[src/rtl/spc_llr_gather.sv]
// spc_llr_gather: gathers 4-LLR beats from the LLR memory read port into
// 16-LLR frames, saturating each LLR to a symmetric internal range, and
// presents complete frames on a valid/ready bus through a two-entry
// ping-pong buffer.
// Optional feature macro: SPC_GATHER_SAT_CNT_EN (saturation event counter).
module spc_llr_gather #(
    parameter int LLR_IN_W = 8,
    parameter int LLR_W    = 6,
    parameter int LANES    = 4,
    parameter int NUM      = 16
) (
    input  logic                      clk,
    input  logic                      rst,
    input  logic                      flush,
    input  logic                      in_valid,
    output logic                      in_ready,
    input  logic [LANES*LLR_IN_W-1:0] in_llr,
    output logic                      out_valid,
    input  logic                      out_ready,
    output logic [NUM*LLR_W-1:0]      out_llr,
    output logic [15:0]               sat_cnt
);

    localparam int BEATS = NUM / LANES;
    localparam int BC_W  = (BEATS > 1) ? $clog2(BEATS) : 1;
    localparam logic signed [LLR_IN_W-1:0] MAX_IN = LLR_IN_W'((1 << (LLR_W - 1)) - 1);
    localparam logic signed [LLR_IN_W-1:0] MIN_IN = -MAX_IN;

    // True when the input LLR lies outside the symmetric output range.
    function automatic logic is_clip(input logic signed [LLR_IN_W-1:0] v);
        return (v > MAX_IN) || (v < MIN_IN);
    endfunction

    // Symmetric saturation: -2^(LLR_W-1) is never produced, so a downstream
    // two's-complement abs of the result cannot overflow.
    function automatic logic signed [LLR_W-1:0] sat_llr(input logic signed [LLR_IN_W-1:0] v);
        logic signed [LLR_W-1:0] r;
        if (v > MAX_IN)
            r = MAX_IN[LLR_W-1:0];
        else if (v < MIN_IN)
            r = MIN_IN[LLR_W-1:0];
        else
            r = v[LLR_W-1:0];
        return r;
    endfunction

    // Stage p0: raw lanes unpacked from the read port and saturated.
    logic signed [LLR_IN_W-1:0] lane_raw_p0 [LANES];
    logic signed [LLR_W-1:0]    lane_p0     [LANES];

    // Stage p1: ping-pong frame buffers with one valid flag per buffer.
    logic signed [LLR_W-1:0] frame_p1 [2][BEATS][LANES];
    logic [1:0]              vld_p1;
    logic                    wp_q;
    logic                    rp_q;
    logic [BC_W-1:0]         bc_q;

    logic acc;
    logic cons;
    logic last_beat;

    assign in_ready  = !vld_p1[wp_q];
    assign out_valid = vld_p1[rp_q];
    assign acc       = in_valid && in_ready && !flush;
    assign cons      = out_valid && out_ready && !flush;
    assign last_beat = (bc_q == BC_W'(BEATS - 1));

    // Unpack the beat (lane 0 in the MSBs) and saturate every lane.
    always_comb begin
        for (int j = 0; j < LANES; j++) begin
            lane_raw_p0[j] = in_llr[LANES*LLR_IN_W-1-j*LLR_IN_W -: LLR_IN_W];
            lane_p0[j]     = sat_llr(lane_raw_p0[j]);
        end
    end

    // Control: beat counter, ping-pong pointers and buffer-full flags.
    always_ff @(posedge clk or posedge rst) begin
        if (rst) begin
            vld_p1 <= 2'b00;
            wp_q   <= 1'b0;
            rp_q   <= 1'b0;
            bc_q   <= '0;
        end else if (flush) begin
            vld_p1 <= 2'b00;
            wp_q   <= 1'b0;
            rp_q   <= 1'b0;
            bc_q   <= '0;
        end else begin
            // Completion and consumption never target the same buffer.
            if (cons) begin
                vld_p1[rp_q] <= 1'b0;
                rp_q         <= ~rp_q;
            end
            if (acc) begin
                if (last_beat) begin
                    vld_p1[wp_q] <= 1'b1;
                    wp_q         <= ~wp_q;
                    bc_q         <= '0;
                end else begin
                    bc_q <= bc_q + 1'b1;
                end
            end
        end
    end

    // Data: write the saturated beat into the current buffer slot.
    always_ff @(posedge clk) begin
        if (acc) begin
            for (int j = 0; j < LANES; j++)
                frame_p1[wp_q][bc_q][j] <= lane_p0[j];
        end
    end

    // Present the read buffer; zero when no frame is held.
    always_comb begin
        out_llr = '0;
        if (out_valid) begin
            for (int b = 0; b < BEATS; b++)
                for (int j = 0; j < LANES; j++)
                    out_llr[NUM*LLR_W-1-(b*LANES+j)*LLR_W -: LLR_W] = frame_p1[rp_q][b][j];
        end
    end

`ifdef SPC_GATHER_SAT_CNT_EN
    localparam int CNT_W = $clog2(LANES + 1);

    logic [CNT_W-1:0] clip_cnt_p0;
    logic [16:0]      sat_sum;
    logic [15:0]      sat_q;

    // Count clipped lanes in the current beat and form the saturating sum.
    always_comb begin
        clip_cnt_p0 = '0;
        for (int j = 0; j < LANES; j++)
            clip_cnt_p0 = clip_cnt_p0 + CNT_W'(is_clip(lane_raw_p0[j]));
        sat_sum = {1'b0, sat_q} + 17'(clip_cnt_p0);
    end

    // Saturation event counter, sticky at all-ones.
    always_ff @(posedge clk or posedge rst) begin
        if (rst)
            sat_q <= 16'h0;
        else if (flush)
            sat_q <= 16'h0;
        else if (acc)
            sat_q <= sat_sum[16] ? 16'hFFFF : sat_sum[15:0];
    end

    assign sat_cnt = sat_q;
`else
    assign sat_cnt = 16'h0;
`endif

endmodule

[config.mk]
export PLATFORM = sky130hd
export DESIGN_NAME = spc_llr_gather
export DESIGN_NICKNAME = d
export VERILOG_FILES = /design/src/rtl/spc_llr_gather.sv
export SDC_FILE = /design/constraint.sdc
export NUM_CORES = 1
export LEC_CHECK = 0
export CORE_MARGIN = 2
export CORE_UTILIZATION = 48
export DETAILED_ROUTE_END_ITERATION = 16
export GPL_TIMING_DRIVEN = 0
export HOLD_SLACK_MARGIN = 0.02
export PLACE_DENSITY = 0.76
export SKIP_CTS_REPAIR_TIMING = 1
export SLEW_MARGIN = 20
export SYNTH_ARGS = -nofsm -noshare
export SYNTH_HDL_FRONTEND = slang
export SYNTH_SLANG_ARGS = --single-unit
export TNS_END_PERCENT = 5
[constraint.sdc]
create_clock -name clk -period 2.6 [get_ports clk]
set_input_delay 0.52 -clock clk [delete_from_list [all_inputs] [get_ports clk]]
set_output_delay 0.52 -clock clk [all_outputs]
set_load 0.02 [all_outputs]
; Word level (Yosys, flattened, before mapping)
; Memories as Yosys holds them, arrays and structs flattened.
; Index checks and enable logic that the tools add are counted.
[classes]
add_sub_neg = 1
order_cmp = 14
n_eq_ne = 1
n_mux = 331
n_bitwise = 294
reduce_logical = 13
[ops]
columns = cell, n
row1 = 96-bit two-way mux, 5
row2 = 1-bit two-way mux, 300
row3 = 1-bit bitwise OR, 288
row4 = 24-bit demux with 2-bit select, 4
row5 = 6-bit two-way mux, 9
row6 = 8-bit by 6-bit greater-than comparator with 1-bit output (second input constant), 4
row7 = 8-bit by 6-bit less-than comparator with 1-bit output (second input constant), 4
row8 = 24-bit two-way mux, 1
row9 = 18-bit two-way mux, 1
row10 = 2-bit two-way mux, 8
row11 = 12-bit two-way mux, 1
row12 = 1-bit logical AND, 7
row13 = 2-bit nonzero test, 3
row14 = 1-bit by 2-bit less-than comparator with 1-bit output (second input constant), 2
row15 = 3-bit >= comparator (second input constant), 1
row16 = 3-bit by 1-bit less-than comparator with 1-bit output (second input constant), 1
row17 = 2-bit inverter with 3-bit output, 1
row18 = 2-bit by 1-bit adder with 2-bit output (second input constant), 1
row19 = 2-bit bitwise AND, 1
row20 = 1-bit demux with 1-bit select, 2
row21 = 2-bit equality test (second input constant), 1
row22 = 1-bit >= comparator (second input constant), 2
row23 = 1-bit zero test, 2
row24 = 1-bit inverter, 2
row25 = other kinds (3), 3
[word_totals]
register_bits = 6
mem_bits_rw = 192
in_bits = 37
n_memories = 1
[memory_table]
columns = memory, words, word_bits, read_ports, rd_clocked_by_memory_dff, write_ports, line_no
row1 = frame_p1, 2, 96, 1, 0, 1, 52  ; logic signed [LLR_W-1:0] frame_p1 [2][BEATS][LANES];

; Logic depth before layout (Yosys ltp)
; Gate-level depths: netlist (run 1).
[logic_depth]
depth_word = 12
depth_mapped = 6
ltp_nobuf = 5

; Worst setup path after synthesis (run 1)
; No wires, ideal clock.
[synth_path]
path_type = reg2reg
start = register wp_q
end = memory frame_p1[0][24] (netlist bit), enable pin
setup_ns = 0.405
t_arrival_ns = 2.359
t_required_ns = 2.195
slack_ns = -0.164
stages_incl_launch_ff = 6
synth_period_minus_slack_ns = 2.764
path_cell_list = dfrtp_1 buf_6 mux2i_4 nand4b_2 clkbuf_1 nor2_1
[synth_between]
elab_chain_len = 10
elab_cells_between_ends = 13
classes_between = 7 x mux / 3 x bitwise / 3 x reduce/logical
[synth_rtl]
columns = item, line_no
row1 = start: declaration, 54  ; logic wp_q;
row2 = start signal: assignment, 97  ; wp_q <= ~wp_q;
row3 = 1-bit two-way mux (implied by the code) * (2 in a row), 62  ; assign in_ready = !vld_p1[wp_q];
row4 = 1-bit zero test *, 62
row5 = named net in_ready, 16  ; output logic in_ready,
row6 = 1-bit logical AND * (2 in a row), 64  ; assign acc = in_valid && in_ready && !flush;
row7 = 1-bit two-way mux *, 108  ; if (acc) begin
row8 = 96-bit two-way mux (implied by the code), 110  ; frame_p1[wp_q][bc_q][j] <= lane_p0[j];
row9 = 1-bit bitwise OR (no source line) (2 in a row), --
row10 = 1-bit bitwise OR (no source line) *, --
row11 = end: declaration, 52
; Mark *: on every way through the listed nets, which the timed path passes. The rest lies on a longest branch. The select of a mux whose other input is x is not followed.

; Final worst setup path (run 1)
[layout_path]
start = register rp_q
end = output out_llr[47]
[layout_between]
elab_chain_len = 3
elab_cells_between_ends = 4
classes_between = 3 x mux / 1 x memory
[layout_rtl]
columns = item, line_no
row1 = start: declaration, 55  ; logic rp_q;
row2 = start signal: assignment, 92  ; rp_q <= ~rp_q;
row3 = 1-bit two-way mux (implied by the code) (2 in a row), 63  ; assign out_valid = vld_p1[rp_q];
row4 = 96-bit two-way mux *, 117  ; if (out_valid) begin
row5 = end: declaration, 20  ; output logic [NUM*LLR_W-1:0] out_llr,
; Mark *: on every way between the ends. The rest lies on a longest branch, timed or not. The select of a mux whose other input is x is not followed.

==> metrics.csv, run 1 <==
stage;metric;value;unit
outcome;outcome;finished, violations left;
outcome;failing checks;negative setup slack;
worst_setup_path;reg2reg path depth;5;
worst_setup_path;crit path DAT;2.35;ns
routing;metal1 wirelength;8.151;mm
worst_hold_path;HP Class;in -> async;
logic_synthesis;Synth top area share;65.73;%
logic_synthesis;syn_area_per_cell;12.99;sq um
logic_synthesis;post-synth top area cell;edfxtp_1;
logic_synthesis;cell count after synthesis;675;
cts;Sink Count;198;
grt;first-pass GRT wire length;30.72;mm
run;Max Cap Viol;0;
cts;clock-pin slew on the worst setup and hold paths;0.07;ns
cts;CTS root buf;clkbuf_16;
place;detailed-placement wirelength estimate;14.58;mm
worst_setup_path;critical path required time;2.08;ns
floorplanning;IO Pins;151;
routing;highest routed layer;met4;
sta;Tmin final;2.867;ns
routing;post-route ant nets;0;
worst_setup_path;Setup crit end kind;output port;
sta;Max Clock Freq;348.8;MHz
cts;CTS tree;built;
logic_synthesis;count leader, synth;edfxtp_1;
layout;Layout Nets;882;
sta;RSZ-0062 raised after global routing;true;
sta;Rel. slew slack;35.61;%
routing;Met2 Wirelength;10.55;mm
floorplanning;Die Y;139.2;microns
power_and_ir_drop;PwrDens;590.5;nW/um^2
logic_synthesis;Mapped Area;8771;sq um
grt;vias in the first global route;5551;
routing;Pre-antenna DRT Iters;5;
grt;Global Route Usage Sum;21.65;%
sta;crit share post-route;110.3;%
place;PortBufs;128;
sta;Slew Limit Fails;0;
sta;PnR worst setup slack;-0.2672;ns
logic_synthesis;distinct cell type count after synthesis;28;
routing;1st-iter DRT viols;503;
grt;largest net degree at the start of global routing;25;
worst_setup_path;crit-path max FO;10;
layout;post-route design area;11280;sq um
floorplanning;Die Span X;139.2;microns
sta;Worst-Margin Slew;0.9658;ns
routing;vias per inst;5.409;
cts;clock buffer depth;2;
layout;Finished Layout Cells;1083;
logic_synthesis;Synth Register Bits;198;
floorplanning;Cell Rows;49;
grt;initial antenna violation count;0;
place;Final GP Congestion;0.8605;
cts;Clk Latency, worst-skew pair;0.43;ns
layout;Inserted Diodes;0;
power_and_ir_drop;leak pwr;4.476;nW
logic_synthesis;post-synthesis sequential area ratio;67.45;%
layout;Fill cells;1387;
place;Placed Area;10500;sq um
sta;Final Skew;0.007567;ns
routing;drt wl/cell;19.56;microns
worst_setup_path;CP Class;reg -> out;
layout;Synth-to-Final Area Change;28.57;%
logic_synthesis;Post-synth EDFFs;192;
logic_synthesis;Ys Warns;0;
logic_synthesis;Synth async-reset ratio;3.030;%
layout;Final Util;62.78;%
layout;share of layout cells above drive strength 1;11.36;%
routing;via count;5858;
floorplanning;core area;17960;sq um
logic_synthesis;Post-synth top cells;192 x edfxtp_1, 133 x nor2_1, 109 x mux2i_1;
sta;# setup viols final;82;
logic_synthesis;Area contributors post-synth;edfxtp_1 66%, mux2i_1 12%, nor2_1 5.7%, o21ai_0 3.4%, nand2_1 2.1%;
logic_synthesis;Most used DFF post-synth;edfxtp_1;
grt;total grt overflow;0;
sta;Hold Fails Final Rpt;0;
cts;CTS H-tree lvls;4;
floorplanning;Die ar.;19370;sq um
cts;total CTS buffers;17;
place;dpl cells;1049;
routing;DRC;0;
floorplanning;Starting Density;48.83;%
power_and_ir_drop;VDD IR-drop max;398.4;uV
routing;routed length on met3;1.650;mm
sta;WHS;0.3618;ns
routing;DRT Wirelength;21.18;mm
worst_setup_path;crit path launch type;flop;
## cell families after synthesis
family / count (synthesis) / share of synthesized area [%]
other: 1 / 0.04275
muxes: 110 / 12.70
xor gates and xnor gates: 1 / 0.09988
DFF: 198 / 67.45
buffers and inverters: 69 / 4.008
adders and majority gates: 4 / 0.5706
and+or+nand+nor: 200 / 9.601
AOI/OAI and AO/OA: 92 / 5.535
## sequential cells by signal, summed over array words and instances, names as in the netlist
signal and count:
frame_p1 192, wp_q 1, vld_p1 2, bc_q 2, rp_q 1
## critical path: stages (launching register included)
cell,delay (ns)
dfrtp_1,0.41
buf_2,0.28
buf_4,0.29
mux2i_1,0.10
nor2_1,0.19
clkdlybuf4s50_1,0.64
## power breakdown
part	leakage [nW]	internal, mW	switching [mW]
sequential	1.81	3.58	0.0115
combinational	2.40	0.161	0.342
clock	0.272	1.43	1.14
## layout make-up
type	instances	area, sq um	area share [%]
sequential	198	5916	52.46
multi-input combinational	423	2666	23.64
timing repair buffer	132	1416	12.56
clock buffer	18	429.2	3.806
buffer	58	367.9	3.262
tap	229	286.5	2.541
clock inverter	14	153.9	1.365
inverter	11	41.29	0.3661
## layer usage
metal	track usage, %	vias up
met5	0	-
met4	10.53	0
met3	4.558	51
met2	35.47	244
met1	27.63	2816
li1	-	2747
## cells in the final DEF, fill, tap and decap left out, types with 5 or more instances in the layout
cell type / synthesis / routed
buf_4: 17 / 28
o21ai_0: 60 / 60
clkdlybuf4s50_1: 0 / 89
inv_1: 11 / 11
mux2i_1: 109 / 108
edfxtp_1: 192 / 192
a21oi_1: 19 / 19
nand2_1: 49 / 49
nor2_1: 133 / 125
or3_1: 5 / 5
dfrtp_1: 6 / 6
dlymetal6s2s_1: 0 / 39
clkbuf_16: 0 / 17
conb_1: 1 / 16
buf_6: 1 / 5
clkbuf_1: 18 / 12
buf_2: 17 / 8
nor2_4: 0 / 8
## stage by stage
| step | setup TNS [ns] | setup WS [ns] | power, mW |
|---|---|---|---|
| after detailed placement | -62.17 | -0.7393 | 4.150 |
| after global placement | -259.83 | -0.8128 | 4.116 |
| after global routing | -27.93 | -0.3903 | 6.841 |
| final | -10.78 | -0.2672 | 6.659 |
| after floorplan | -31.13 | -0.1642 | 3.922 |
| after CTS | -84.72 | -1.201 | 6.655 |
## path summary, 6_finish.rpt
path	startpoint	to	slack (ns)
setup / recovery	rp_q	out_llr[47]	-0.27
hold / removal	rst	vld_p1[1]	0.36
max in group asynchronous	rst	wp_q	2.03
hold reg to reg	bc_q[0]	bc_q[0]	0.60
setup reg to reg	wp_q	frame_p1[1][91]	-0.01
min in group clk	flush	wp_q	0.53
No activity file was read; power rests on OpenSTA's default activity.
==> run 2: changes to the inputs <==
PLACE_DENSITY = 0.74   (was 0.76)
==> run 2 against run 1 <==
Compared with the run above:
- cell area grew 1.6%
- sequential share of layout area shrank 0.82 points
- total power grew 3.2%
- maximum frequency grew 3.9%
- count of clock-buffer cells in the layout shrank 1
- core utilization grew 1.0 points
- first-iteration DRC count grew 21%
- sequential power is essentially flat
- the flow still finishes with violations (negative setup slack)
- worst setup slack gained 0.11 ns
==> metrics.csv, run 2 (synthesized netlist as in run 1, its figures left out) <==
stage;metric;value;unit;change
place;Final GP Congestion;0.8532;;-0.85%
routing;Pre-antenna DRT Iters;5;;unchanged
floorplanning;Die ar.;19370;sq um;unchanged
layout;Seq. cell area;5916;sq um;unchanged
worst_setup_path;r2r startpoint;wp_q;;
cts;total CTS buffers;17;;unchanged
sta;PnR worst setup slack;-0.1600;ns;+0.1072 ns
worst_setup_path;crit path launch type;flop;;
sta;Slew Limit Fails;0;;unchanged
grt;vias in the first global route;5551;;unchanged
place;Placed Area;10500;sq um;unchanged
run;Max Cap Viol;0;;unchanged
floorplanning;Starting Density;48.83;%;unchanged
layout;post-route design area;11460;sq um;+1.6%
worst_setup_path;crit-path max FO;10;;unchanged
layout;most frequent cells in the layout;192 x edfxtp_1, 125 x nor2_1, 108 x mux2i_1, 88 x dlymetal6s2s_1, 60 x o21ai_0;;
layout;Finished Layout Cells;1083;;unchanged
floorplanning;IO Pins;151;;unchanged
floorplanning;Die Y;139.2;microns;unchanged
grt;Global Route Usage Sum;22.22;%;+0.58 points
layout;Biggest register;frame_p1;;
floorplanning;Die Span X;139.2;microns;unchanged
worst_hold_path;HP Class;in -> async;;
grt;initial antenna violation count;0;;unchanged
routing;DRC;0;;unchanged
floorplanning;core area;17960;sq um;unchanged
sta;Rel. slew slack;35.31;%;-0.31 points
layout;commonest non-fill, non-tap cell in the layout;edfxtp_1;;
sta;crit share post-route;106.2;%;-4.1 points
power_and_ir_drop;PwrDens;599.6;nW/um^2;+1.5%
routing;vias per inst;5.484;;+1.4%
sta;RSZ-0062 raised after global routing;true;;
sta;Hold Fails Final Rpt;0;;unchanged
routing;DRT Wirelength;21.48;mm;+1.4%
place;PortBufs;128;;unchanged
worst_setup_path;critical path required time;2.08;ns;about the same
cts;CTS H-tree lvls;4;;unchanged
worst_setup_path;Setup crit end kind;output port;;
floorplanning;Cell Rows;49;;unchanged
layout;Synth-to-Final Area Change;30.63;%;
cts;Sink Count;198;;unchanged
sta;setup_tns;-0.8851;ns;+9.897 ns
sta;Final Skew;0.005719;ns;-0.001848 ns
layout;share of layout cells above drive strength 1;11.48;%;+0.12 points
grt;first-pass GRT wire length;32.10;mm;+4.5%
worst_setup_path;Worst Setup SP;rp_q;;
place;detailed-placement wirelength estimate;14.75;mm;+1.2%
outcome;outcome;finished, violations left;;
layout;Final Util;63.78;%;+1.0 points
routing;post-route ant nets;0;;unchanged
grt;met3 usage in global routing;4.213;%;-0.35 points
sta;Tmin final;2.760;ns;-0.1072 ns
cts;clock buffer depth;2;;unchanged
routing;drt wl/cell;19.84;microns;+1.4%
cts;CTS root buf;clkbuf_16;;
grt;GR Util met2;36.19;%;+0.73 points
grt;total grt overflow;0;;unchanged
layout;Top Registers;frame_p1 x192, bc_q x2, vld_p1 x2;;
grt;Most Used Layer, Global Route;met2;;
layout;Multi-input gate area;2658;sq um;-0.33%
cts;Clk Latency, worst-skew pair;0.43;ns;about the same
sta;Max Clock Freq;362.3;MHz;+3.9%
layout;Inserted Diodes;0;;unchanged
layout;Fill cells;1367;;-1.4%
sta;Worst-Margin Slew;0.9704;ns;+0.004582 ns
power_and_ir_drop;leak pwr;5.423;nW;+21%
grt;grt met1 use;30.32;%;+2.7 points
grt;largest net degree at the start of global routing;25;;unchanged
sta;# setup viols final;10;;-88%
place;dpl cells;1049;;unchanged
cts;CTS tree;built;;
layout;max reg flops;192;;unchanged
worst_setup_path;crit path DAT;2.24;ns;-0.11 ns
cts;clock-pin slew on the worst setup and hold paths;0.07;ns;about the same
outcome;failing checks;negative setup slack;;
power_and_ir_drop;VDD IR-drop max;517.0;uV;+30%
worst_setup_path;CP Class;reg -> out;;
layout;Layout Nets;882;;unchanged
routing;via count;5939;;+1.4%
routing;1st-iter DRT viols;608;;+21%
place;pre-CTS setup slack;-0.6808;ns;+0.05859 ns
-- run 2: cell count changes in the layout (fill, tap and decap cells not counted), sizes merged, moves of 3 or more --
cell	before	now
buf	43	40
clkdlybuf4s50	89	40
dlymetal6s2s	39	88
inv	13	16
-- run 2: final timing paths --
path                       slack [ns]         endpoint  cells past startpoint
max                             -0.16      out_llr[51]                      5
min                              0.36          bc_q[1]                      2
max reg2reg                      0.03  frame_p1[1][65]                      5
min reg2reg                      0.62          bc_q[1]                      2
max in group asynchronous        2.03             rp_q                      2
min in group clk                 0.52             wp_q                      2
-- run 2: report_power, final --
group	internal [mW]	switching (mW)	total, mW
Clock	1.62	1.16	2.78
Combinational	0.160	0.343	0.503
Sequential	3.58	0.0118	3.59
-- run 2: final cells by class --
type                            instances  area share (%)
Buffer                                 58           3.200
Clock inverter                         15           1.747
Clock buffer                           17           3.713
Multi-Input combinational cell        423           23.20
Sequential cell                       198           51.63
Tap cell                              229           2.501
Inverter                               11          0.3604
Timing Repair Buffer                  132           13.65
-- run 2: stage by stage --
step	hold WS [ns]	power, mW
after floorplan	0.3110	3.922
after global placement	0.5666	4.120
after detailed placement	0.5810	4.151
after CTS	0.3525	6.868
after global routing	0.3669	7.041
final	0.3620	6.870
-- run 2: worst max-delay path: stages (launching register included) --
cell and delay, ns:
dfrtp_1 0.41, buf_4 0.22, buf_4 0.26, mux2i_1 0.29, nor2_1 0.08, clkdlybuf4s50_1 0.54
-- run 2: metal layers --
metal	up-vias	wire length [microns]	share of wire [%]
li1	2745	-	-
met1	2875	8578	40
met2	276	10500	49
met3	43	1741	8.1
met4	0	660	3.1
met5	-	0	0
==> run 3: changes to the inputs <==
CORE_UTILIZATION = 57   (was 48)
DONT_BUFFER_PORTS = 1   (was not set)
PLACE_DENSITY = 0.73   (was 0.74)
==> run 3 against run 2 <==
Compared with the run above:
- the flow still finishes with violations (negative setup slack)
- register-to-register slack worse by 0.05 ns
- worst setup slack improved by 0.14 ns
- maximum frequency grew 5.2%
- non-clock buffer count is 127 lower
- clock skew up 0.0018 ns
- sequential share of layout area grew 8.0 points
- largest power group unchanged
- core utilization is 1.7 points higher
- cell area fell by 13%
- hold slack worse by 0.14 ns
- critical path depth did not move
==> metrics.csv, run 3 (synthesized netlist as in run 1, its figures left out) <==
stage;metric;value;unit;change
run;Max Cap Viol;0;;unchanged
routing;Met2 Wirelength;9.380;mm;-11%
sta;Slew Limit Fails;0;;unchanged
worst_setup_path;critical path required time;2.66;ns;+0.58 ns
floorplanning;Starting Density;57.91;%;+9.1 points
routing;via count;5513;;-7.2%
routing;Pre-antenna DRT Iters;5;;unchanged
worst_setup_path;Reg2Reg Capture Point;frame_p1[0][21];;
floorplanning;Die ar.;16400;sq um;-15%
worst_setup_path;Setup crit end kind;flop;;
floorplanning;Die Y;128.0;microns;-8.0%
worst_setup_path;r2r startpoint;wp_q;;
cts;clock-pin slew on the worst setup and hold paths;0.06;ns;about the same
worst_setup_path;reg2reg path depth;5;;unchanged
routing;routed length on met3;1.837;mm;+5.5%
floorplanning;core area;15150;sq um;-16%
routing;highest routed layer;met4;;
floorplanning;Die Span X;128.0;microns;-8.0%
worst_setup_path;Worst Path Buf+Inv;2;;-1
routing;vias per inst;5.986;;+9.2%
layout;Layout Nets;761;;-14%
place;Placed Area;9148;sq um;-13%
worst_setup_path;CP Class;reg -> reg;;
worst_hold_path;Hold Crit Depth;1;;
cts;Clk Latency, worst-skew pair;0.44;ns;about the same
layout;post-route design area;9913;sq um;-13%
outcome;outcome;finished, violations left;;
layout;most frequent cells in the layout;192 x edfxtp_1, 119 x nor2_1, 108 x mux2i_1, 60 x o21ai_0, 49 x nand2_1;;
cts;clock buffer depth;2;;unchanged
cts;Sink Count;198;;unchanged
worst_setup_path;flop2flop setup slack;-0.02;ns;-0.05 ns
cts;CTS H-tree lvls;4;;unchanged
sta;Hold Fails Final Rpt;0;;unchanged
worst_setup_path;CP delay by family, top;simple AND/OR/NAND/NOR gates;;
power_and_ir_drop;PwrDens;675.6;nW/um^2;+13%
place;pre-CTS setup slack;-0.3331;ns;+0.3477 ns
layout;Inserted Diodes;0;;unchanged
worst_setup_path;crit path DAT;2.69;ns;+0.45 ns
layout;max reg flops;192;;unchanged
layout;commonest non-fill, non-tap cell in the layout;edfxtp_1;;
routing;post-route ant nets;0;;unchanged
place;PortBufs;0;;-100%
sta;# setup viols final;60;;+50
worst_setup_path;Critical Path, Cell by Cell;buf_8 -> mux2i_4 -> nand4b_4 -> buf_6 -> nor2_4;;
routing;1st-iter DRT viols;606;;-0.33%
routing;DRT Wirelength;20.33;mm;-5.4%
worst_hold_path;Hold EP;rp_q;;
layout;Fill cells;1092;;-20%
worst_setup_path;Worst path slowest cell;nor2_4;;
routing;DRC;0;;unchanged
grt;vias in the first global route;5073;;-8.6%
routing;drt wl/cell;22.07;microns;+11%
power_and_ir_drop;leak pwr;3.326;nW;-39%
sta;Rel. slew slack;37.68;%;+2.4 points
grt;total grt overflow;0;;unchanged
worst_setup_path;crit path launch type;flop;;
layout;Biggest register;frame_p1;;
worst_setup_path;CP peak stage delay;0.60;ns;+0.06 ns
layout;Top Registers;frame_p1 x192, bc_q x2, vld_p1 x2;;
sta;setup_tns;-0.8266;ns;+0.05852 ns
grt;largest net degree at the start of global routing;25;;unchanged
layout;Synth-to-Final Area Change;13.02;%;
layout;Multi-input gate area;2730;sq um;+2.7%
cts;CTS tree;built;;
worst_hold_path;worst min-delay path startpoint;out_ready;;
layout;Seq. cell area;5916;sq um;unchanged
place;Final GP Congestion;0.9133;;+7.0%
floorplanning;IO Pins;151;;unchanged
place;detailed-placement wirelength estimate;13.64;mm;-7.5%
sta;RSZ-0062 raised after global routing;true;;
sta;Final Skew;0.007532;ns;+0.001813 ns
sta;Tmin final;2.623;ns;-0.1365 ns
sta;Worst-Margin Slew;0.9348;ns;-0.03564 ns
outcome;failing checks;negative setup slack;;
grt;first-pass GRT wire length;28.38;mm;-12%
floorplanning;Cell Rows;45;;-8.2%
sta;crit share post-route;100.9;%;-5.3 points
sta;PnR worst setup slack;-0.02348;ns;+0.1365 ns
cts;total CTS buffers;17;;unchanged
worst_setup_path;crit-path max FO;24;;+14
layout;share of layout cells above drive strength 1;14.19;%;+2.7 points
routing;metal1 wirelength;8.521;mm;-0.66%
grt;Global Route Usage Sum;24.38;%;+2.2 points
power_and_ir_drop;VDD IR-drop max;515.7;uV;-0.25%
grt;initial antenna violation count;0;;unchanged
cts;CTS root buf;clkbuf_16;;
sta;Max Clock Freq;381.2;MHz;+5.2%
worst_hold_path;HP Class;in -> reg;;
==> run 3: changes by cell type in the layout (fill, tap and decap cells not counted), moves of 4 or more <==
cell and delta:
dlymetal6s2s_1 -88, clkdlybuf4s50_1 -40, buf_2 +10, clkbuf_1 +8, nor2_2 +8, nor2_1 -6, inv_6 -5, buf_4 -4
buf_6 -4, clkbuf_4 -4, nor2_4 +4
==> run 3: per-layer routing <==
metal	GRT usage, %	vias up
li1	-	2514
met3	8.097	39
met4	10.80	0
met5	0	-
met1	32.54	2673
met2	36.84	287
==> run 3: worst max path at each step <==
stage,end,from,slack (ns),cells after the start
2_1_floorplan,frame_p1[0][24],wp_q,-0.16,5
3_3_place_gp,frame_p1[1][21],wp_q,-0.90,5
3_5_place_dp,out_llr[86],vld_p1[1],-0.33,4
4_1_cts,out_llr[86],vld_p1[1],-0.79,4
5_1_grt,frame_p1[1][57],wp_q,-0.14,5
6_report,frame_p1[0][21],wp_q,-0.02,5
==> run 3: stage by stage <==
stage	util (%)	std cells	hold WS [ns]	total power, mW
CTS	64.40	910	-0.1088	6.674
finish	65.45	921	0.2243	6.698
detailed placement	60.40	878	0.3512	4.065
global route	65.45	921	0.2358	6.827
global placement	59.83	878	0.3389	4.038
floorplan	-	690	0.3110	3.922
==> run 3: area by class of cell <==
cell class | count | area share [%]
Sequential cell | 198 | 59.67
Multi-Input combinational cell | 429 | 27.54
Clock buffer | 24 | 4.859
Buffer | 58 | 3.345
Tap cell | 188 | 2.373
Clock inverter | 8 | 1.262
Timing Repair Buffer | 5 | 0.5301
Inverter | 11 | 0.4165
==> run 3: worst register-to-register path, delay by kind of cell, from the launching register on <==
family                 cells  cell delay [ns]
multiplexers               1             0.54
flip-flops                 1             0.36
AND/OR/NAND/NOR            2             0.90
buffers and inverters      2             0.44
==> run 3: report_power, final <==
part / leakage [nW] / switching, mW / total, mW / internal [mW]
registers: 1.81 / 0.0115 / 3.59 / 3.58
logic: 1.22 / 0.319 / 0.427 / 0.108
clock network: 0.294 / 1.09 / 2.68 / 1.59
total: 3.33 / 1.42 / 6.70 / 5.28
